<file path="config.mk">
export PLATFORM = sky130hd
export DESIGN_NAME = pipe_hazard_ctrl_flat
export DESIGN_NICKNAME = d
export VERILOG_FILES = /design/src/rtl/pipe_pkg.sv /design/src/rtl/pipe_hazard_ctrl_if.sv /design/src/rtl/pipe_step_fsm.sv /design/src/rtl/pipe_hazard_ctrl.sv /design/src/flat_wrapper.sv
export SDC_FILE = /design/constraint.sdc
export NUM_CORES = 1
export LEC_CHECK = 0
export ABC_AREA = 0
export CAP_MARGIN = 20
export CORE_MARGIN = 8
export CORE_UTILIZATION = 49
export CTS_CLUSTER_SIZE = 24
export DETAILED_ROUTE_END_ITERATION = 10
export HOLD_SLACK_MARGIN = 0.08
export PLACE_DENSITY = 0.95
export SETUP_SLACK_MARGIN = 0.15
export SYNTH_ARGS = -nofsm -noshare
export SYNTH_HDL_FRONTEND = slang
export SYNTH_HIERARCHICAL = 1
export SYNTH_SLANG_ARGS = --single-unit
export TNS_END_PERCENT = 20
</file>
<file path="constraint.sdc">
create_clock -name clock -period 5 [get_ports clock]
set_input_delay 1 -clock clock [delete_from_list [all_inputs] [get_ports clock]]
set_output_delay 1 -clock clock [all_outputs]
set_load 0.02 [all_outputs]
</file>
<file path="src/rtl/pipe_pkg.sv">
// Shared encodings for the pipeline hazard/flush controller: debug FSM states
// and pipeline stage indices.
package pipe_pkg;

    typedef enum logic [1:0] {
        RUN  = 2'd0,
        HALT = 2'd1,
        STEP = 2'd2
    } dbg_state_t;

    localparam int STG_IF  = 0;
    localparam int STG_ID  = 1;
    localparam int STG_EX  = 2;
    localparam int STG_MEM = 3;
    localparam int STG_WB  = 4;

endpackage

</file>
<file path="src/rtl/pipe_hazard_ctrl_if.sv">
// Bundle between the core datapath (master) and the hazard controller (slave).
interface pipe_hazard_ctrl_if #(
    parameter int NUM_STAGES = 5,
    parameter int REG_AW     = 5,
    parameter int CNT_W      = 16
);
    logic                  run_en;
    logic                  step;
    logic [REG_AW-1:0]     id_rs;
    logic [REG_AW-1:0]     id_rt;
    logic                  id_uses_rt;
    logic                  ex_memread;
    logic [REG_AW-1:0]     ex_rt;
    logic                  mem_busy;
    logic                  redirect;
    logic                  pc_write;
    logic [NUM_STAGES-1:0] stage_en;
    logic [NUM_STAGES-1:0] stage_flush;
    logic                  halted;
    logic [CNT_W-1:0]      stall_count;
    logic [CNT_W-1:0]      flush_count;

    modport master (
        output run_en, step, id_rs, id_rt, id_uses_rt, ex_memread, ex_rt,
               mem_busy, redirect,
        input  pc_write, stage_en, stage_flush, halted, stall_count, flush_count
    );

    modport slave (
        input  run_en, step, id_rs, id_rt, id_uses_rt, ex_memread, ex_rt,
               mem_busy, redirect,
        output pc_write, stage_en, stage_flush, halted, stall_count, flush_count
    );
endinterface

</file>
<file path="src/rtl/pipe_step_fsm.sv">
// Run/halt/single-step debug FSM with a registered rising-edge detector on step.
module pipe_step_fsm
    import pipe_pkg::*;
#(
    parameter bit START_HALTED = 1'b0
) (
    input  logic       clock,
    input  logic       reset,
    input  logic       run_en,
    input  logic       step,
    input  logic       mem_busy,
    output dbg_state_t state
);
    localparam dbg_state_t RESET_STATE = START_HALTED ? HALT : RUN;

    dbg_state_t next_state;
    logic       step_q;
    logic       step_rise;

    assign step_rise = step & ~step_q;

    always_ff @(posedge clock or posedge reset) begin
        if (reset) begin
            state  <= RESET_STATE;
            step_q <= 1'b0;
        end else begin
            state  <= next_state;
            step_q <= step;
        end
    end

    // A step leaves STEP only once a non-frozen cycle has let the pipe advance.
    always_comb begin
        next_state = state;
        unique case (state)
            RUN:     if (!run_en) next_state = HALT;
            HALT: begin
                if (run_en)         next_state = RUN;
                else if (step_rise) next_state = STEP;
            end
            STEP:    if (!mem_busy) next_state = HALT;
            default: next_state = RESET_STATE;
        endcase
    end
endmodule

</file>
<file path="src/rtl/pipe_hazard_ctrl.sv">
// Pipeline control: freeze / redirect-flush / load-use stall priority logic,
// debug FSM instance and saturating stall/flush performance counters.
module pipe_hazard_ctrl
    import pipe_pkg::*;
#(
    parameter int NUM_STAGES   = 5,
    parameter int REG_AW       = 5,
    parameter int BRANCH_STAGE = 3,
    parameter int CNT_W        = 16,
    parameter bit START_HALTED = 1'b0
) (
    input  logic               clock,
    input  logic               reset,
    pipe_hazard_ctrl_if.slave  bus
);
    dbg_state_t            state;
    logic                  load_use;
    logic                  freeze;
    logic                  redir_act;
    logic                  stall_act;
    logic [NUM_STAGES-1:0] en;
    logic [NUM_STAGES-1:0] flush;
    logic [CNT_W-1:0]      stall_cnt;
    logic [CNT_W-1:0]      flush_cnt;

    function automatic logic [CNT_W-1:0] sat_inc(input logic [CNT_W-1:0] v);
        return (&v) ? v : v + 1'b1;
    endfunction

    pipe_step_fsm #(.START_HALTED(START_HALTED)) u_fsm (
        .clock    (clock),
        .reset    (reset),
        .run_en   (bus.run_en),
        .step     (bus.step),
        .mem_busy (bus.mem_busy),
        .state    (state)
    );

    assign load_use = bus.ex_memread && (bus.ex_rt != '0) &&
                      ((bus.ex_rt == bus.id_rs) ||
                       (bus.id_uses_rt && (bus.ex_rt == bus.id_rt)));

    assign freeze = (state == HALT) || bus.mem_busy;

    // With branches resolving in ID, the branch may itself be waiting on the load.
    assign redir_act = !freeze && bus.redirect && !((BRANCH_STAGE == 1) && load_use);
    assign stall_act = !freeze && !redir_act && load_use;

    always_comb begin
        en    = '1;
        flush = '0;
        if (freeze) begin
            en = '0;
        end else if (redir_act) begin
            for (int k = 1; k < NUM_STAGES; k++) begin
                if (k <= BRANCH_STAGE) flush[k] = 1'b1;
            end
        end else if (stall_act) begin
            en[STG_IF]    = 1'b0;
            en[STG_ID]    = 1'b0;
            flush[STG_EX] = 1'b1;
        end
    end

    always_ff @(posedge clock or posedge reset) begin
        if (reset) begin
            stall_cnt <= '0;
            flush_cnt <= '0;
        end else begin
            if ((state != HALT) && (bus.mem_busy || stall_act)) stall_cnt <= sat_inc(stall_cnt);
            if (redir_act) flush_cnt <= sat_inc(flush_cnt);
        end
    end

    assign bus.stage_en    = en;
    assign bus.stage_flush = flush;
    assign bus.pc_write    = en[STG_IF];
    assign bus.halted      = (state == HALT);
    assign bus.stall_count = stall_cnt;
    assign bus.flush_count = flush_cnt;
endmodule
</file>
<file path="src/flat_wrapper.sv">
// flat-port wrapper written by rule: the top's interface ports become plain ports
module pipe_hazard_ctrl_flat import pipe_pkg::*;
#(
    parameter int NUM_STAGES   = 5,
    parameter int REG_AW       = 5,
    parameter int BRANCH_STAGE = 3,
    parameter int CNT_W        = 16,
    parameter bit START_HALTED = 1'b0
)
  (clock, reset, bus_run_en, bus_step, bus_id_rs, bus_id_rt, bus_id_uses_rt, bus_ex_memread, bus_ex_rt, bus_mem_busy, bus_redirect, bus_pc_write, bus_stage_en, bus_stage_flush, bus_halted, bus_stall_count, bus_flush_count);
  pipe_hazard_ctrl_if #(.NUM_STAGES(NUM_STAGES), .REG_AW(REG_AW), .CNT_W(CNT_W)) bus_i ();
  input  logic clock;
  input  logic reset;
  input wire logic [$bits(bus_i.run_en)-1:0] bus_run_en;
  input wire logic [$bits(bus_i.step)-1:0] bus_step;
  input wire logic [$bits(bus_i.id_rs)-1:0] bus_id_rs;
  input wire logic [$bits(bus_i.id_rt)-1:0] bus_id_rt;
  input wire logic [$bits(bus_i.id_uses_rt)-1:0] bus_id_uses_rt;
  input wire logic [$bits(bus_i.ex_memread)-1:0] bus_ex_memread;
  input wire logic [$bits(bus_i.ex_rt)-1:0] bus_ex_rt;
  input wire logic [$bits(bus_i.mem_busy)-1:0] bus_mem_busy;
  input wire logic [$bits(bus_i.redirect)-1:0] bus_redirect;
  output wire logic [$bits(bus_i.pc_write)-1:0] bus_pc_write;
  output wire logic [$bits(bus_i.stage_en)-1:0] bus_stage_en;
  output wire logic [$bits(bus_i.stage_flush)-1:0] bus_stage_flush;
  output wire logic [$bits(bus_i.halted)-1:0] bus_halted;
  output wire logic [$bits(bus_i.stall_count)-1:0] bus_stall_count;
  output wire logic [$bits(bus_i.flush_count)-1:0] bus_flush_count;
  assign bus_i.run_en = bus_run_en;
  assign bus_i.step = bus_step;
  assign bus_i.id_rs = bus_id_rs;
  assign bus_i.id_rt = bus_id_rt;
  assign bus_i.id_uses_rt = bus_id_uses_rt;
  assign bus_i.ex_memread = bus_ex_memread;
  assign bus_i.ex_rt = bus_ex_rt;
  assign bus_i.mem_busy = bus_mem_busy;
  assign bus_i.redirect = bus_redirect;
  assign bus_pc_write = bus_i.pc_write;
  assign bus_stage_en = bus_i.stage_en;
  assign bus_stage_flush = bus_i.stage_flush;
  assign bus_halted = bus_i.halted;
  assign bus_stall_count = bus_i.stall_count;
  assign bus_flush_count = bus_i.flush_count;
  pipe_hazard_ctrl #(.NUM_STAGES(NUM_STAGES), .REG_AW(REG_AW), .BRANCH_STAGE(BRANCH_STAGE), .CNT_W(CNT_W), .START_HALTED(START_HALTED)) u_core (.clock(clock), .reset(reset), .bus(bus_i));
endmodule
</file>
==> reports/qor.csv <==
metric,value,unit
Final ANT Viol Nets,0,
Met1 Routed Length,1911,microns
drt via density,5.351,
grt ovf,0,
Post-CTS Hold Fix Bufs,0,
WP data required,4.00,ns
final setup fails,0,
first-pass GRT wire length,8135,microns
Final Skew,0.003642,ns
Vias,1616,
total track usage,16.25,%
routed length on met3,289,microns
initial antenna violation count,0,
Worst EP arrival,2.96,ns
Post-DP HPWL,3792,microns
Critical R2R Capture,u_core/bus.flush_count[13]$_DFFE_PP0P_,
Detailed Route WL,4836,microns
drt pass-1 iters,4,
Startpoint Class,input port,
worst-path maximum fanout,3,
Final #Nets,276,
Peak supply drop,0.0002406,V
DIE WIDTH,78.87,microns
num ports,67,
crit path to,bus_pc_write,
clock sink count,35,
r2r setup slk,2.87,ns
Core Box Area,3914,sq um
Slew Limit Fails,0,
PortBufs,64,
Final Hold Viols,0,
Worst-path clk slew,0.07,ns
Hold Crit Class,reg2reg,
RSZ-0062 raised after global routing,no,
status,completed,
most frequent cells in the layout,"clkdlybuf4s50_1, dfrtp_1, xnor2_1, nand2_1, xor2_1",
share of layout cells above drive strength 1,9.127,%
clk_lat worst skew,0.29,ns
max-cap viol count,0,
Max Clk Rate,252.6,MHz
Post-Synthesis Cell Area,1937,sq um
slowest library cell on the worst path,clkdlybuf4s50_1,
PostCTS Resize Cnt,0,
CTS root buf,clkbuf_8,
Post-synth EDFFs,0,
#FFs+latches synth,35,
TritonCTS clock tree,yes,
wire per inst,16.01,microns
number of global-route vias before repair,1713,
Cell Pwr Density,327.1,nW/um^2
Synth warnings,6,
"commonest non-fill, non-tap cell in the layout",clkdlybuf4s50_1,
Crit Path Class,in2out,
crit path capture type,output port,
"Primary FF master, synth",dfrtp_1,
area grow syn2layout,37.79,%
critical-path cell list,"clkdlybuf4s50_1, xnor2_1, nand3_1, o22ai_1, nand3_1, and2_1, clkdlybuf4s50_1",
post-synth cell types,40,
RD Place Congestion,0.7384,
Final period util,79.18,%
DR iter-0 viols,51,
Critical path origin,bus_ex_rt[1],
average cell area after synthesis,10.41,sq um
minimum clock period,3.959,ns
# DRC,0,
"Core Util, Final",68.19,%
# diodes,0,
Syn Inst Count,186,
register area share after synthesis,45.22,%
Setup TNS,0,ns
RR Startpoint,u_core/u_fsm/state[0]$_DFFE_PP0P_,
Leak,1.165,nW
H-tree levels,2,
DR top layer,met4,
Post-CTS Setup Bufs,0,
met2 WL,2557,microns
reg2reg path depth,7,
Die H,78.87,microns
largest net degree at the start of global routing,33,
Num CTS Buffers,5,
Max stage delay on crit path,0.54,ns
asr flop ratio synth,100.0,%
Initial Util,49.49,%
# rows,23,
CTS max path bufs,2,
die area,6220,sq um
## through the flow
step	instances	total power [W]	hold WS, ns	setup WS [ns]	instance area, sq um
after floorplan	187	0.0005411	0.4564	1.954	1941
after global routing	302	0.0009252	0.5114	0.9221	2669
after global placement	294	0.0006728	0.4732	1.133	2587
final	302	0.0008729	0.4928	1.041	2669
after CTS	302	0.0008844	0.4937	1.054	2669
after detailed placement	294	0.0006821	0.4844	1.065	2587
## cell families (layout without fill, tap and decap cells)
kind of cell               Yosys count  after routing  share of synthesized area, %
AOI/OAI and AO/OA                    9              9                         4.070
xor gates and xnor gates            38             38                         17.18
adders and majority gates            2              2                         1.292
buffers and inverters               15             80                         4.651
DFF                                 35             35                         45.22
muxes                                5              5                         3.036
other                                1              2                        0.1936
and+or+nand+nor                     81             81                         24.35
## synth_stat cells, types with 3 or more instances
library cell   n  area (sq um)
buf_4          7         52.55
inv_1          7         26.28
nor2_1        14         52.55
dfrtp_1       35         875.8
nand2_1       18         67.56
xor2_1        16         140.1
and3_1         4         25.02
xnor2_1       22         192.7
nand4_1        9         56.30
and4_1         3         26.28
nor3_1         7         35.03
nand3_1       11         55.05
## area by class of cell
cell class | instances | area, sq um
clock buffer | 7 | 76.32
clock inverter | 1 | 5.005
fill | 309 | 1245
inverter | 7 | 26.28
multi-input combinational | 137 | 974.7
sequential | 35 | 875.8
tap | 50 | 62.56
timing repair buffer | 65 | 648.1
## metal layers
| metal | vias to the layer above | GRT usage, % |
|---|---|---|
| li1 | 762 | - |
| met1 | 804 | 16.98 |
| met2 | 43 | 29.49 |
| met3 | 7 | 5.982 |
| met4 | 0 | 5.185 |
| met5 | - | 0 |
## flip-flops by register name, summed over array words and instances (netlist names)
signal,flops
u_core/u_fsm/step_q,1
u_core/bus.flush_count,16
u_core/bus.stall_count,16
u_core/u_fsm/state,2
## worst min-delay path by stage
stage                                     startpoint                               endpoint  slack, ns  cells after the start
2_1_floorplan      u_core/u_fsm/state[0]$_DFFE_PP0P_      u_core/u_fsm/state[0]$_DFFE_PP0P_       0.46                      1
3_3_place_gp       u_core/u_fsm/state[0]$_DFFE_PP0P_      u_core/u_fsm/state[0]$_DFFE_PP0P_       0.47                      1
3_5_place_dp       u_core/u_fsm/state[0]$_DFFE_PP0P_      u_core/u_fsm/state[0]$_DFFE_PP0P_       0.48                      1
4_1_cts            u_core/u_fsm/state[0]$_DFFE_PP0P_      u_core/u_fsm/state[0]$_DFFE_PP0P_       0.49                      1
5_1_grt        u_core/bus.flush_count[6]$_DFFE_PP0P_  u_core/bus.flush_count[6]$_DFFE_PP0P_       0.51                      1
6_report           u_core/u_fsm/state[0]$_DFFE_PP0P_      u_core/u_fsm/state[0]$_DFFE_PP0P_       0.49                      1
## worst max-delay path: cells and delay by family
kind	cells	cell delay, ns
AOI/OAI and AO/OA	1	0.26
buffers and inverters	2	1.08
and+or+nand+nor	3	0.46
xor gates and xnor gates	1	0.15
## where the power goes
part	total [W]	internal, W	leakage, nW	switching (W)
registers	0.000386	0.000324	0.453	0.0000624
logic	0.000291	0.000148	0.669	0.000144
clock network	0.000196	0.0000977	0.0422	0.0000981
No activity file was read; power rests on OpenSTA's default activity.
